### src/rtl/feature_wr_dma.sv
// Write-back DMA: streams pixel words into DDR as [ch_grp][h][w] through an AXI4 write master.
// Each output line is split into INCR bursts of at most BURST_MAX beats.
//
// state  | meaning
// IDLE   | waiting for start, config not yet captured
// AW     | presenting the address/length of the next burst
// W      | passing pixel beats straight through to the W channel
// WAITB  | all data sent, draining outstanding write responses
// DONE   | one-cycle completion pulse
module feature_wr_dma #(
  parameter int AXI_DW    = 256,
  parameter int ADDR_W    = 32,
  parameter int ID_W      = 4,
  parameter int BURST_MAX = 16,
  parameter int CNT_W     = 16
) (
  input  logic                clk,
  input  logic                rst,
  input  logic                start,
  input  logic [ADDR_W-1:0]   cfg_base,
  input  logic [ADDR_W-1:0]   cfg_surf_stride,
  input  logic [ADDR_W-1:0]   cfg_line_stride,
  input  logic [CNT_W-1:0]    cfg_w,
  input  logic [CNT_W-1:0]    cfg_h,
  input  logic [CNT_W-1:0]    cfg_chg,
  output logic                busy,
  output logic                done,
  output logic                err,
  input  logic [AXI_DW-1:0]   s_data,
  input  logic                s_valid,
  output logic                s_ready,
  output logic [ID_W-1:0]     m_awid,
  output logic [ADDR_W-1:0]   m_awaddr,
  output logic [7:0]          m_awlen,
  output logic [2:0]          m_awsize,
  output logic [1:0]          m_awburst,
  output logic                m_awvalid,
  input  logic                m_awready,
  output logic [AXI_DW-1:0]   m_wdata,
  output logic [AXI_DW/8-1:0] m_wstrb,
  output logic                m_wlast,
  output logic                m_wvalid,
  input  logic                m_wready,
  input  logic [ID_W-1:0]     m_bid,
  input  logic [1:0]          m_bresp,
  input  logic                m_bvalid,
  output logic                m_bready
);

  localparam int PIX_BYTES = AXI_DW / 8;
  localparam int PIX_SH    = $clog2(PIX_BYTES);

  typedef enum logic [2:0] {S_IDLE, S_AW, S_W, S_WAITB, S_DONE} state_t;

  state_t              state_q, state_d;
  logic [CNT_W-1:0]    w_q, h_q, chg_q;
  logic [CNT_W-1:0]    w_idx_q, h_idx_q, cg_idx_q;
  logic [ADDR_W-1:0]   surf_stride_q, line_stride_q;
  logic [ADDR_W-1:0]   surf_ptr_q, line_addr_q;
  logic [7:0]          len_q, beat_q;
  logic [15:0]         outst_q;
  logic                err_q;

  logic                aw_hs, w_hs, b_hs;
  logic [CNT_W-1:0]    rem, w_idx_inc, h_idx_inc, cg_idx_inc;
  logic [ADDR_W-1:0]   aw_addr_c;
  logic [7:0]          aw_len_c;
  logic                wlast_c, row_end, surf_end, job_end, cfg_empty;
  logic                unused_bid;

  assign unused_bid = ^m_bid;

  assign rem        = w_q - w_idx_q;
  assign aw_len_c   = (rem >= CNT_W'(BURST_MAX)) ? 8'(BURST_MAX - 1) : 8'(rem - 1'b1);
  assign aw_addr_c  = line_addr_q + (ADDR_W'(w_idx_q) << PIX_SH);
  assign wlast_c    = (beat_q == len_q);
  assign w_idx_inc  = w_idx_q + 1'b1;
  assign h_idx_inc  = h_idx_q + 1'b1;
  assign cg_idx_inc = cg_idx_q + 1'b1;
  assign row_end    = (w_idx_inc == w_q);
  assign surf_end   = (h_idx_inc == h_q);
  assign job_end    = (cg_idx_inc == chg_q);
  assign cfg_empty  = (cfg_w == '0) || (cfg_h == '0) || (cfg_chg == '0);

  assign aw_hs = m_awvalid && m_awready;
  assign w_hs  = m_wvalid && m_wready;
  assign b_hs  = m_bvalid && m_bready;

  assign m_awid    = '0;
  assign m_awsize  = 3'(PIX_SH);
  assign m_awburst = 2'b01;
  assign m_wstrb   = '1;
  assign m_bready  = 1'b1;
  assign err       = err_q;

  always_comb begin
    state_d   = state_q;
    busy      = 1'b0;
    done      = 1'b0;
    s_ready   = 1'b0;
    m_awvalid = 1'b0;
    m_awaddr  = '0;
    m_awlen   = '0;
    m_wvalid  = 1'b0;
    m_wdata   = '0;
    m_wlast   = 1'b0;
    case (state_q)
      S_IDLE: begin
        // Empty jobs drain through WAITB so their done timing matches a real job's tail.
        if (start) state_d = cfg_empty ? S_WAITB : S_AW;
      end
      S_AW: begin
        busy      = 1'b1;
        m_awvalid = 1'b1;
        m_awaddr  = aw_addr_c;
        m_awlen   = aw_len_c;
        if (aw_hs) state_d = S_W;
      end
      S_W: begin
        busy     = 1'b1;
        m_wvalid = s_valid;
        s_ready  = m_wready;
        m_wdata  = s_data;
        m_wlast  = wlast_c;
        if (w_hs && wlast_c)
          state_d = (row_end && surf_end && job_end) ? S_WAITB : S_AW;
      end
      S_WAITB: begin
        busy = 1'b1;
        if (outst_q == '0 || (outst_q == 16'd1 && b_hs)) state_d = S_DONE;
      end
      S_DONE: begin
        done    = 1'b1;
        state_d = S_IDLE;
      end
      default: state_d = S_IDLE;
    endcase
  end

  always_ff @(posedge clk) begin
    if (rst) begin
      state_q       <= S_IDLE;
      w_q           <= '0;
      h_q           <= '0;
      chg_q         <= '0;
      w_idx_q       <= '0;
      h_idx_q       <= '0;
      cg_idx_q      <= '0;
      surf_stride_q <= '0;
      line_stride_q <= '0;
      surf_ptr_q    <= '0;
      line_addr_q   <= '0;
      len_q         <= '0;
      beat_q        <= '0;
      outst_q       <= '0;
      err_q         <= 1'b0;
    end else begin
      state_q <= state_d;

      if (aw_hs) begin
        len_q  <= m_awlen;
        beat_q <= '0;
      end

      if (w_hs) begin
        beat_q <= beat_q + 8'd1;
        if (wlast_c && row_end) begin
          w_idx_q <= '0;
          if (surf_end) begin
            // Surface pointer accumulates the stride instead of multiplying ch_grp.
            h_idx_q     <= '0;
            cg_idx_q    <= cg_idx_inc;
            surf_ptr_q  <= surf_ptr_q + surf_stride_q;
            line_addr_q <= surf_ptr_q + surf_stride_q;
          end else begin
            h_idx_q     <= h_idx_inc;
            line_addr_q <= line_addr_q + line_stride_q;
          end
        end else begin
          w_idx_q <= w_idx_inc;
        end
      end

      case ({aw_hs, b_hs})
        2'b10:   outst_q <= outst_q + 16'd1;
        2'b01:   outst_q <= outst_q - 16'd1;
        default: outst_q <= outst_q;
      endcase

      if (b_hs && m_bresp != 2'b00) err_q <= 1'b1;

      if (state_q == S_IDLE && start) begin
        w_q           <= cfg_w;
        h_q           <= cfg_h;
        chg_q         <= cfg_chg;
        surf_stride_q <= cfg_surf_stride;
        line_stride_q <= cfg_line_stride;
        surf_ptr_q    <= cfg_base;
        line_addr_q   <= cfg_base;
        w_idx_q       <= '0;
        h_idx_q       <= '0;
        cg_idx_q      <= '0;
        err_q         <= 1'b0;
      end
    end
  end

endmodule
### config.mk
export PLATFORM = sky130hd
export DESIGN_NAME = feature_wr_dma
export DESIGN_NICKNAME = d
export VERILOG_FILES = /design/src/rtl/feature_wr_dma.sv
export SDC_FILE = /design/constraint.sdc
export NUM_CORES = 1
export LEC_CHECK = 0
export BUFFER_PORTS_ARGS = -buffer_cell sky130_fd_sc_hd__clkbuf_2
export CAP_MARGIN = 20
export CORE_AREA = 2 2 293 295
export DETAILED_ROUTE_END_ITERATION = 8
export DIE_AREA = 0 0 295 297
export SLEW_MARGIN = 40
export SYNTH_ARGS = -nofsm -noshare
export SYNTH_HDL_FRONTEND = slang
export SYNTH_SLANG_ARGS = --single-unit
### constraint.sdc
create_clock -name clk -period 4 [get_ports clk]
set_input_delay 0.2 -clock clk [delete_from_list [all_inputs] [get_ports clk]]
set_output_delay 0.2 -clock clk [all_outputs]
set_load 0.005 [all_outputs]
==> results.py <==
metrics = {
    "pwr": {
        "combinationalPowerShare": 0.382,
        "swShare": 0.387,
        "p_switching_mw": 3.87,
        "ir_worst_vdd_mv": 0.340,
        "cellPowerDensity_nw_per_um2": 366,
        "power_leakage_nw": 12.4,
        "power.share.clock": 0.299,
        "p_seq_frac": 0.318,
        "p_int_mw": 6.12,
    },
    "logic_synthesis": {
        "synth_top_area_cell": "dfxtp_1",
        "synth.avg_cell_area_um2": 7.31,
        "synth_commonest_cells": "nand2_1, a21oi_1, and2_1",
        "ys_seq_area_frac": 0.267,
        "ys_ff_latch": 260,
        "ys.flop_type": "dfxtp_1",
        "synthTopCellsByArea": "dfxtp_1, and2_1, nand2_1, a21oi_1, ha_1",
        "yosys.cell_types.count": 86,
        "synthArstFlopShare": 0,
        "syn_inst": 2664,
        "yosysMostFrequentCell": "nand2_1",
        "yosysWarnings": 0,
        "synth_area_um2": 19500,
        "synth_edf_count": 0,
        "synth_top_area_frac": 0.267,
    },
    "finish": {
        "drive_above_1_share": 0.270,
        "area_growth_pct": 40.2,
        "final_area_um2": 27300,
        "num-nets-final": 4011,
        "layout.cells.non_filler": 4668,
    },
    "sta": {
        "min_period_ns": 3.99,
        "fin_hold_ws_ns": 0.0537,
        "skew_ns": 0.0134,
        "tightestPinTransition_ns": 0.919,
        "slew_viol_final": 0,
        "max_freq_mhz": 251,
        "rsz0062_at_grt": "yes",
        "slew_headroom": 0.379,
        "setup_viol": 0,
        "finalHoldViolations": 0,
        "fin_ws_ns": 0.0103,
        "fin_crit_sh": 0.997,
    },
    "grt": {
        "grt_max_degree": 192,
        "overflow": 0,
        "met3_usage": 0.0724,
        "grt_pass1_wl_mm": 155,
        "antenna_found_initial": 25,
        "grt.total_usage": 0.249,
        "grt-busiest-layer": "met2",
        "met2_usage": 0.384,
        "met1_usage": 0.328,
        "grt_pass1_vias": 20800,
    },
    "outcome": {
        "status": "completed",
    },
    "detailed_routing": {
        "drc": 0,
        "first_pass_iters": 5,
        "routedWlPerCell_um": 24.6,
        "antenna_left": 0,
        "finalWirelength_mm": 115,
        "drtIter0Drc": 1603,
        "via_count": 22400,
        "vias_per_cell": 4.80,
    },
    "die": {
        "die_w_um": 295,
        "die_area_um2": 87600,
        "io_pins": 758,
        "rows": 107,
        "core_region_area_um2": 84500,
        "initial_core_util": 0.230,
        "die_h_um": 297,
    },
    "cts": {
        "cts.sinks": 260,
        "clk_path_buf_depth": 3,
        "htreeDepth": 1,
        "cts_made_buffers": 31,
        "cts_tree": "built",
        "clk_pin_slew_worst_paths_ns": 0.06,
        "worstSkewPairLatency_ns": 0.61,
        "root_buffer": "clkbuf_16",
    },
    "worst_hold_path": {
        "hp-class": "input port to flop",
        "worstHoldStart": "cfg_base[24]",
        "hold_end": "surf_ptr_q[24]$_SDFFE_PP0P_",
        "min_path_cells": 4,
    },
    "critical_path": {
        "start_kind": "flop",
        "r2r-start": "h_idx_q[3]$_SDFFE_PP0P_",
        "worstReg2RegEnd": "surf_ptr_q[31]$_SDFFE_PP0P_",
        "cp_data_required_time_ns": 3.80,
        "end_kind": "output pin",
        "reg2reg_depth": 12,
        "r2r_slack_ns": 0.22,
        "cp.arrival_ns": 3.79,
        "crit_type": "flop to output pin",
        "cp_max_fo": 2,
    },
    "placement": {
        "place_inst": 4454,
        "place_area_um2": 24400,
        "dp_slack_ns": 0.159,
        "globalplace.congestion": 0.976,
        "dpl.hpwl_mm": 97.5,
        "port_buffers": 711,
    },
    "job": {
        "maxCapViolations": 0,
    },
}
registers in the layout (all words and copies together), names as in the netlist:
name,cells
cg_idx_q,16
chg_q,16
err,1
h_q,16
line_addr_q,32
beat_q,8
len_q,8
surf_ptr_q,32
state_q,3
w_q,16
outst_q,16
w_idx_q,16
h_idx_q,16
line_stride_q,32
surf_stride_q,32
layer usage:
| layer | wire length (um) | part of all wire |
|---|---|---|
| met5 | 158 | 0.0014 |
| met4 | 4310 | 0.038 |
| met3 | 10600 | 0.092 |
| met2 | 49700 | 0.43 |
| met1 | 50200 | 0.44 |
area by class of cell:
| cell class | count | area, um^2 |
|---|---|---|
| antenna | 10 | 25.0 |
| fill | 9205 | 57200 |
| inverter | 54 | 203 |
| clock buffer | 46 | 922 |
| multi-input combinational | 2204 | 13600 |
| timing repair buffer | 939 | 5710 |
| tap | 1144 | 1430 |
| sequential | 260 | 5220 |
| clock inverter | 11 | 151 |
power groups by stage:
stage / clock, mW / combinational (mW) / sequential [mW]
final: 2.99 / 3.82 / 3.18
after detailed placement: 0 / 3.58 / 3.22
after floorplan: 0 / 2.18 / 3.09
after global placement: 0 / 3.56 / 3.21
after global routing: 3.14 / 4.15 / 3.21
after CTS: 3.04 / 3.75 / 3.17
how the worst max path moves through the flow:
stage | start | end | slack [ns] | depth (start not counted)
after global placement | w_idx_q[0]$_SDFFE_PP0P_ | m_awaddr[28] | 0.17 | 15
after detailed placement | w_idx_q[0]$_SDFFE_PP0P_ | m_awaddr[29] | 0.16 | 17
final | w_idx_q[0]$_SDFFE_PP0P_ | m_awaddr[28] | 0.01 | 14
after CTS | w_idx_q[0]$_SDFFE_PP0P_ | m_awaddr[29] | -0.01 | 17
after floorplan | h_idx_q[0]$_SDFFE_PP0P_ | state_q[1]$_SDFFE_PP0P_ | 0.40 | 10
after global routing | w_idx_q[0]$_SDFFE_PP0P_ | m_awaddr[28] | -0.09 | 14
worst max-delay path, stage by stage (launching register included):
cell	delay (ns)
dfxtp_4	0.36
ha_4	0.17
buf_6	0.10
a21o_1	0.14
a21o_1	0.19
a2111oi_4	0.35
buf_4	0.18
o31ai_4	0.06
a221o_1	0.34
a311o_1	0.41
a32o_2	0.28
nand2_4	0.13
xnor2_4	0.09
nor2_4	0.19
clkbuf_2	0.17
kinds of logic after synthesis:
| group | count (synthesis) | synth area share |
|---|---|---|
| mux | 28 | 0.0153 |
| compound gates | 636 | 0.197 |
| xor+xnor | 188 | 0.0853 |
| flops | 260 | 0.267 |
| other cells | 2 | 0.000386 |
| simple gates | 1202 | 0.306 |
| fa+ha+maj | 108 | 0.0710 |
| buf+inv | 240 | 0.0574 |
stage by stage:
step / TNS, ns / power [mW] / util
finish: 0 / 9.99 / 0.323
global route: -0.450 / 10.5 / 0.323
CTS: -0.0106 / 9.95 / 0.319
detailed placement: 0 / 6.80 / 0.289
global placement: 0 / 6.78 / 0.289
floorplan: 0 / 5.27 / -
layout by cell type (no fill, tap or decap), types with 22 or more instances in the layout:
cell type	n
a211oi_1	24
a21o_1	40
a21oi_1	301
and2_1	268
and3_1	26
buf_4	79
clkbuf_16	31
clkbuf_2	705
conb_1	42
dfxtp_1	254
dlygate4sd3_1	138
ha_1	100
inv_1	51
nand2_1	426
nand3_1	49
nand4_1	22
nor2_1	202
nor3_1	41
nor4_1	31
o211ai_1	43
o21ai_0	103
xnor2_1	90
xor2_1	94
what timing repair did:
item                                   in CTS  in global routing
setup buffers                               2                 10
hold buffers                              138                  0
resized for setup                          36                 49
endpoints found under the hold margin     161                  0
pin swaps                                  15                 30
setup endpoints to repair                  19                 19
(Power assumes the default switching activity.)
